**config.mk**
```make
export PLATFORM = sky130hd
export DESIGN_NAME = seq_detect_prog
export DESIGN_NICKNAME = d
export VERILOG_FILES = /design/src/rtl/seq_detect_pkg.sv /design/src/rtl/sat_counter.sv /design/src/rtl/seq_detect_prog.sv
export SDC_FILE = /design/constraint.sdc
export NUM_CORES = 1
export LEC_CHECK = 0
export CAP_MARGIN = 30
export CORE_UTILIZATION = 45
export DETAILED_ROUTE_END_ITERATION = 10
export GPL_ROUTABILITY_DRIVEN = 0
export PLACE_DENSITY = 0.75
export SLEW_MARGIN = 10
export SYNTH_ARGS = -nofsm -noshare
export SYNTH_HDL_FRONTEND = slang
export SYNTH_SLANG_ARGS = --single-unit
```
**constraint.sdc**
```tcl
create_clock -name clk -period 2.9 [get_ports clk]
set_clock_uncertainty 0.15 [all_clocks]
set_input_delay 0.725 -clock clk [delete_from_list [all_inputs] [get_ports clk]]
set_output_delay 0.725 -clock clk [all_outputs]
set_load 0.01 [all_outputs]
```
**src/rtl/seq_detect_pkg.sv**
```systemverilog
// Shared types and helpers for the programmable serial sequence detector.
package seq_detect_pkg;

   localparam int SEQDET_MAX_LEN_LIMIT = 32;

   typedef enum logic [1:0] {
      ST_OFF  = 2'd0,
      ST_FILL = 2'd1,
      ST_HUNT = 2'd2
   } seqdet_state_t;

   // Bits needed to hold a pattern length in 0..max_len.
   function automatic int seqdet_len_w(input int max_len);
      return $clog2(max_len + 1);
   endfunction

endpackage

```
**src/rtl/sat_counter.sv**
```systemverilog
// Saturating up-counter with synchronous clear; clear beats increment.
module sat_counter #(
   parameter int W = 16
) (
   input  logic         clk,
   input  logic         reset,
   input  logic         inc,
   input  logic         clr,
   output logic [W-1:0] q
);

   always_ff @(posedge clk) begin
      if (reset)
         q <= '0;
      else if (clr)
         q <= '0;
      else if (inc && !(&q))
         q <= q + 1'b1;
   end

endmodule

```
**src/rtl/seq_detect_prog.sv**
```systemverilog
// Runtime-programmable serial sequence detector with Mealy match pulse.
// Optional saturating match counter built only when SEQDET_MATCH_CNT_EN is defined.
//
//   state   | meaning
//   ST_OFF  | detector disabled, history cleared, no matches
//   ST_FILL | collecting the first len-1 bits after a restart
//   ST_HUNT | history holds len-1 bits, every valid bit is checked
module seq_detect_prog
   import seq_detect_pkg::*;
#(
   parameter int                 MAX_LEN     = 8,
   parameter logic [MAX_LEN-1:0] RST_PATTERN = 8'b0000_1011,
   parameter int                 RST_LEN     = 4,
   parameter logic               RST_OVERLAP = 1'b1,
   parameter int                 CNT_W       = 16
) (
   input  logic                           clk,
   input  logic                           reset,
   input  logic                           din,
   input  logic                           din_valid,
   input  logic                           en,
   input  logic                           cfg_load,
   input  logic [MAX_LEN-1:0]             cfg_pattern,
   input  logic [$clog2(MAX_LEN+1)-1:0]   cfg_len,
   input  logic                           cfg_overlap,
   input  logic                           cnt_clr,
   output logic                           dout,
   output logic                           cfg_err,
   output logic [CNT_W-1:0]               match_count
);

   localparam int LW = seqdet_len_w(MAX_LEN);

   logic [MAX_LEN-1:0] pattern_q;
   logic [LW-1:0]      len_q;
   logic               overlap_q;
   logic [MAX_LEN-1:0] hist_q, hist_d, hist_shift, window, mask;
   logic [LW-1:0]      fill_q, fill_d, fill_inc;
   seqdet_state_t      state_q, state_d;
   logic               cfg_ok, match, dout_c;

   assign cfg_ok     = (cfg_len != '0) && (cfg_len <= LW'(MAX_LEN));
   assign hist_shift = {hist_q[MAX_LEN-2:0], din};
   assign window     = hist_shift;
   assign fill_inc   = (fill_q >= len_q) ? len_q : fill_q + LW'(1);

   always_comb begin
      mask = '0;
      for (int i = 0; i < MAX_LEN; i++)
         mask[i] = (i < int'(len_q));
   end

   assign match = (((window ^ pattern_q) & mask) == '0);

   always_comb begin
      state_d = state_q;
      hist_d  = hist_q;
      fill_d  = fill_q;
      dout_c  = 1'b0;
      if (cfg_load) begin
         // a rejected load leaves everything untouched
         if (cfg_ok) begin
            hist_d  = '0;
            fill_d  = '0;
            if (!en)
               state_d = ST_OFF;
            else
               state_d = (cfg_len == LW'(1)) ? ST_HUNT : ST_FILL;
         end
      end else if (!en) begin
         state_d = ST_OFF;
         hist_d  = '0;
         fill_d  = '0;
      end else begin
         case (state_q)
            ST_OFF: begin
               state_d = (len_q == LW'(1)) ? ST_HUNT : ST_FILL;
            end
            ST_FILL: begin
               if (din_valid) begin
                  hist_d = hist_shift;
                  fill_d = fill_inc;
                  if (fill_inc >= len_q - LW'(1))
                     state_d = ST_HUNT;
               end
            end
            ST_HUNT: begin
               if (din_valid) begin
                  dout_c = match;
                  if (match && !overlap_q) begin
                     hist_d  = '0;
                     fill_d  = '0;
                     state_d = (len_q == LW'(1)) ? ST_HUNT : ST_FILL;
                  end else begin
                     hist_d = hist_shift;
                     fill_d = fill_inc;
                  end
               end
            end
            default: begin
               state_d = ST_OFF;
               hist_d  = '0;
               fill_d  = '0;
            end
         endcase
      end
   end

   assign dout = dout_c & ~reset;

   always_ff @(posedge clk) begin
      if (reset) begin
         pattern_q <= RST_PATTERN;
         len_q     <= LW'(RST_LEN);
         overlap_q <= RST_OVERLAP;
         hist_q    <= '0;
         fill_q    <= '0;
         state_q   <= ST_OFF;
         cfg_err   <= 1'b0;
      end else begin
         hist_q  <= hist_d;
         fill_q  <= fill_d;
         state_q <= state_d;
         cfg_err <= cfg_load & ~cfg_ok;
         if (cfg_load && cfg_ok) begin
            pattern_q <= cfg_pattern;
            len_q     <= cfg_len;
            overlap_q <= cfg_overlap;
         end
      end
   end

`ifdef SEQDET_MATCH_CNT_EN
   sat_counter #(.W(CNT_W)) u_match_cnt (
      .clk   (clk),
      .reset (reset),
      .inc   (dout),
      .clr   (cnt_clr),
      .q     (match_count)
   );
`else
   logic unused_cnt_clr;
   assign unused_cnt_clr = cnt_clr;
   assign match_count    = '0;
`endif

endmodule

```
Word-level counts from Yosys, hierarchy flattened
Cells that the tools add are included.
{"block": "op_classes", "n_bitwise": 6, "addsub": 2, "magnitude_cmp": 11, "n_reduce_logical": 9, "eq_ne": 10, "muxes": 30}
{"operator": "2-to-1 mux 7 bit", "n": 6}
{"operator": "2-to-1 mux 4 bit", "n": 7}
{"operator": "one-hot mux 7 bit (3 select lines)", "n": 1}
{"operator": "2-to-1 mux 2 bit", "n": 10}
{"operator": "< comparator 3 x 4 -> 1 bit (first input constant)", "n": 4}
{"operator": "inequality test 4 bit (second input constant)", "n": 4}
{"operator": "one-hot mux 4 bit (3 select lines)", "n": 1}
{"operator": "bitwise AND 8 bit", "n": 1}
{"operator": "equality test 4 x 1 -> 1 bit (second input constant)", "n": 2}
{"operator": "greater-or-equal comparator 4 bit", "n": 2}
{"operator": "zero test 8 bit", "n": 1}
{"operator": "< comparator 1 x 4 -> 1 bit (first input constant)", "n": 2}
{"operator": "< comparator 2 x 4 -> 1 bit (first input constant)", "n": 2}
{"operator": "XOR 8 bit", "n": 1}
{"operator": "one-hot mux 2 bit (3 select lines)", "n": 1}
{"operator": "AND reduction 5 bit", "n": 1}
{"operator": "adder 4 x 1 -> 4 bit (second input constant)", "n": 1}
{"operator": "less-or-equal comparator 4 bit (second input constant)", "n": 1}
{"operator": "2-to-1 mux 1 bit", "n": 4}
{"operator": "AND reduction 4 bit", "n": 1}
{"operator": "nonzero test 4 bit", "n": 1}
{"operator": "subtractor 4 x 1 -> 4 bit (second input constant)", "n": 1}
{"operator": "logical AND 1 bit", "n": 3}
{"operator": "inequality test 3 bit (second input constant)", "n": 1}
{"operator": "7 further kinds", "n": 9}
{"block": "word_totals", "regBits": 27, "input_bits": 20}

Logic depth before layout (Yosys ltp)
Gate-level depths: netlist of run 1.
{"block": "depth", "depth_word": 9, "ltp_mapped": 14, "ltp_nobuf": 14}

Worst setup path after synthesis of run 1
No wires, ideal clock.
{"block": "synth_path", "path_kind": "reg-to-reg", "startpoint": "register fill_q[0]", "endpoint": "register state_q[0]", "slack_ns": -0.227, "required_ns": 2.678, "t_arrival_ns": 2.905, "path_stages_with_launch": 14, "synth_period_minus_slack_ns": 3.127, "path_cell_list": "dfxtp_1 > inv_1 > ha_1 > nand2b_1 > a21o_1 > a21o_1 > a21oi_1 > mux2_2 > ha_1 > nand3_1 > a21oi_1 > a211o_1 > a31oi_1 > mux2i_1"}
{"block": "synth_via", "elab_chain_len": 5, "elab_cells_between_ends": 6, "cone_classes": "1 x add/sub; 2 x order compare; 1 x eq/ne; 1 x mux; 1 x reduce/logical"}
{"element": "from (decl)", "line_no": "seq_detect_prog.sv:38", "rtl": "logic [LW-1:0] fill_q, fill_d, fill_inc;"}
{"element": "from (signal assigned)", "line_no": "seq_detect_prog.sv:122", "rtl": "fill_q <= fill_d;"}
{"element": "adder 4 x 1 -> 4 bit or greater-or-equal comparator 4 bit (tied branches)", "line_no": "seq_detect_prog.sv:45", "rtl": "assign fill_inc = (fill_q >= len_q) ? len_q : fill_q + LW'(1);"}
{"element": "2-to-1 mux 4 bit (*)", "line_no": "seq_detect_prog.sv:45"}
{"element": "greater-or-equal comparator 4 bit (*)", "line_no": "seq_detect_prog.sv:83", "rtl": "if (fill_inc >= len_q - LW'(1))"}
{"element": "inequality test 4 bit (no source line) (*)"}
{"element": "AND reduction 5 bit (no source line) (*)"}
{"element": "to (signal assigned)", "line_no": "seq_detect_prog.sv:123", "rtl": "state_q <= state_d;"}
{"element": "to (decl)", "line_no": "seq_detect_prog.sv:39", "rtl": "seqdet_state_t state_q, state_d;"}
Every way passes the cells marked *; elsewhere a longest branch is shown, timed or not.
A chain may end at the register's enable or synchronous reset.

Worst setup path in the final report of run 1
Ends and elaborated chain as after synthesis.

==> qor.txt, run 1 <==
Failing checks -> setup timing
Design area -> 2240 µm²
Vias post-DR -> 1515
DR DRC count -> 0
Min Clock Period, post-route -> 3.00 ns
DRT iter0 DRCs -> 49
Final worst path period share -> 104%
Dpl hpwl -> 2.85 mm
Post-synthesis cell type count -> 36
Port bufs -> 20
Yosys top cell by area -> dfxtp_1
Register bit total from synthesis -> 27
Root Driver -> clkbuf_8
Pre-CTS setup slack -> -0.511 ns
Top-area cell type share of the netlist area -> 31.3%
Ys Warns -> 0
Die Wd -> 63.9 µm
Synthesized cell area -> 1730 µm²
Status -> finished, violations left
Total global routing overflow -> 0
PD cells -> 367 nW/µm²
Cts bufs inserted -> 3
Fin. Hold Viols -> 0
Crit Path Max Fanout -> 4
Worst path cell trace -> inv_2, ha_4, nand2b_4, a21o_1, a21o_1, a21oi_4, mux2i_2, ha_1, a21oi_2, a21oi_2, a211o_1, a31oi_4, mux2i_1
Slew Limit Fails -> 0
Setup violators final -> 3
Hold Crit Class -> reg2reg
Setup ws final -> -0.105 ns
LEAKAGE -> 0.984 nW
Maxcap violations -> 0
First-pass GRT wire length -> 6.69 mm
H-tree Lvls -> 1
CP Class -> reg2reg
GRT Overall Usage -> 20.9%
Filler cells -> 328
Clock slew at reported path FFs -> 0.10 ns
Routed Antenna Nets -> 0
# nets final -> 277
Syn Area/Cell -> 8.67 µm²
Die ar. -> 4090 µm²
CTS tree -> built
CP max stage delay -> 0.34 ns
CP Capture Type -> flip-flop
Longest Clk Path Bufs -> 2
Number of iterations in the first detailed-routing pass -> 4
Initial Util -> 47.1%
Largest net degree at the start of global routing -> 17
Vias in the first global route -> 1482
Top achievable clock speed -> 333 MHz
Startpoint types -> flip-flop
Max_slew headroom -> 42.9%
RSZ-0062 raised after global routing -> yes
Least-Margin Pin Slew -> 0.856 ns
Fin Setup TNS -> -0.234 ns
DR vias/cell -> 5.26
Placed Area -> 2050 µm²
Post-CTS Hold Buffers -> 0
Mapped Cells -> 199
Core area -> 3660 µm²
Cell Rows -> 22
Crit path required time -> 2.97 ns
Clock sink total -> 27
Crit path DAT -> 3.07 ns
Seq/Total Area, Yosys -> 31.3%
Area grow syn2layout -> 29.7%
Peak supply drop -> 0.291 mV
Routed wire length -> 3.96 mm
Ant. Diodes -> 0
Top post-synthesis cells by area -> dfxtp_1, ha_1, buf_4
CP max stage cell -> dfxtp_2
Share of cells above drive strength 1 -> 23.3%
Worst R2R Setup Slack -> -0.10 ns
Routed len/inst -> 13.8 µm
Worst-Skew Late Latency -> 0.28 ns
Io pins -> 38
Die Height -> 63.9 µm
Initial antenna violation count -> 0
[path summary, 6_finish.rpt]
| path | startpoint | endpoint | cells after the start |
|---|---|---|---|
| setup / recovery | fill_q[0] | state_q[0] | 13 |
| hold reg to reg | pattern_q[4] | pattern_q[4] | 2 |
| hold / removal | pattern_q[4] | pattern_q[4] | 2 |
| setup reg to reg | fill_q[0] | state_q[0] | 13 |
[kinds of logic after synthesis]
family	after synthesis	share of synthesized area, %
xor gates and xnor gates	13	6.60
adders and majority gates	16	11.6
buffers and inverters	35	11.7
AOI/OAI and AO/OA	42	17.5
DFF	27	31.3
muxes	9	5.29
other	1	0.217
and+or+nand+nor	56	15.8
[critical path, delay by kind of cell, from the launching register on]
family / cells / cell delay (ns)
AO/OA/AOI/OAI: 7 / 1.27
adder cells (fa/ha/maj): 2 / 0.51
buffers and inverters: 1 / 0.05
flip-flops: 1 / 0.34
multiplexers: 2 / 0.47
AND/OR/NAND/NOR: 1 / 0.13
[registers in the layout, indices dropped and copies added, names as in the netlist]
signal / cells
hist_q: 7
len_q: 4
pattern_q: 8
state_q: 2
overlap_q: 1
cfg_err: 1
fill_q: 4
[stage by stage]
| stage | cells | util (%) | hold slack [ns] | total power, mW |
|---|---|---|---|---|
| 3_3_place_gp | 278 | 56.1 | 0.305 | 0.569 |
| 3_5_place_dp | 278 | 56.1 | 0.312 | 0.574 |
| 2_1_floorplan | 214 | - | 0.298 | 0.523 |
| 4_1_cts | 287 | 60.7 | 0.326 | 0.813 |
| 6_report | 288 | 61.1 | 0.325 | 0.820 |
| 5_1_grt | 288 | 61.1 | 0.357 | 0.859 |
[final cells by class]
type / count / area [µm²] / share of cell area [%]
multi-input combinational: 152 / 1150 / 51.3
tap: 48 / 60.1 / 2.68
clock buffer: 3 / 41.3 / 1.85
timing repair buffer: 46 / 393 / 17.6
clock inverter: 1 / 7.51 / 0.336
inverter: 11 / 41.3 / 1.85
sequential: 27 / 547 / 24.4
[cells in the final DEF, fill, tap and decap left out, types with 3 or more instances in the layout]
cell type | synthesis | layout
buf_4 | 16 | 25
dfxtp_1 | 27 | 24
nand2_1 | 18 | 18
clkdlybuf4s50_1 | 0 | 18
nand3_1 | 17 | 16
conb_1 | 1 | 16
ha_1 | 16 | 13
a22o_1 | 10 | 10
a21oi_1 | 14 | 9
inv_1 | 10 | 8
mux2i_1 | 8 | 7
xnor2_1 | 7 | 7
nor2_1 | 7 | 7
xor2_1 | 6 | 6
a21oi_2 | 0 | 4
nor2b_1 | 3 | 3
o21ai_0 | 4 | 3
clkbuf_8 | 0 | 3
[cell usage after synthesis, drive strengths merged]
cell type,n
a211o,2
a211oi,1
a21o,2
a21oi,14
a22o,10
a31oi,2
a32oi,1
and3,2
buf,19
clkbuf,5
clkinv,1
conb,1
dfxtp,27
ha,16
inv,10
mux2,1
mux2i,8
nand2,18
nand2b,3
nand3,17
nand3b,1
nor2,7
nor2b,3
nor3,4
o2111ai,1
o211ai,2
o21ai,4
o221ai,1
o41ai,2
or3b,1
xnor2,7
xor2,6
[power breakdown]
part	leakage, nW	total [mW]	switching, mW	internal, mW
clock	0.0217	0.229	0.131	0.0980
combinational	0.740	0.196	0.101	0.0946
sequential	0.222	0.395	0.0116	0.384
[repair_timing]
item                       CTS  global route
setup endpoints to repair    3             3
resized for setup           21             6
setup buffers                5             1
pin swaps                   12             7
[layer usage]
| layer | global-route usage [%] | wire [µm] |
|---|---|---|
| met5 | 0 | 0 |
| met4 | 5.97 | 61 |
| met3 | 2.86 | 94 |
| met2 | 35.2 | 1950 |
| met1 | 27.7 | 1860 |
Power figures use the tool's default switching activity.
==> inputs of run 2 (changes only) <==
--- a/config.mk
+++ b/config.mk
@@ -5,7 +5,6 @@
 export SDC_FILE = /design/constraint.sdc
 export NUM_CORES = 1
 export LEC_CHECK = 0
-export CAP_MARGIN = 30
 export CORE_UTILIZATION = 45
 export DETAILED_ROUTE_END_ITERATION = 10
 export GPL_ROUTABILITY_DRIVEN = 0
==> results of run 2 <==
The final DEF is identical to that of run 1; final timing and power are the same.
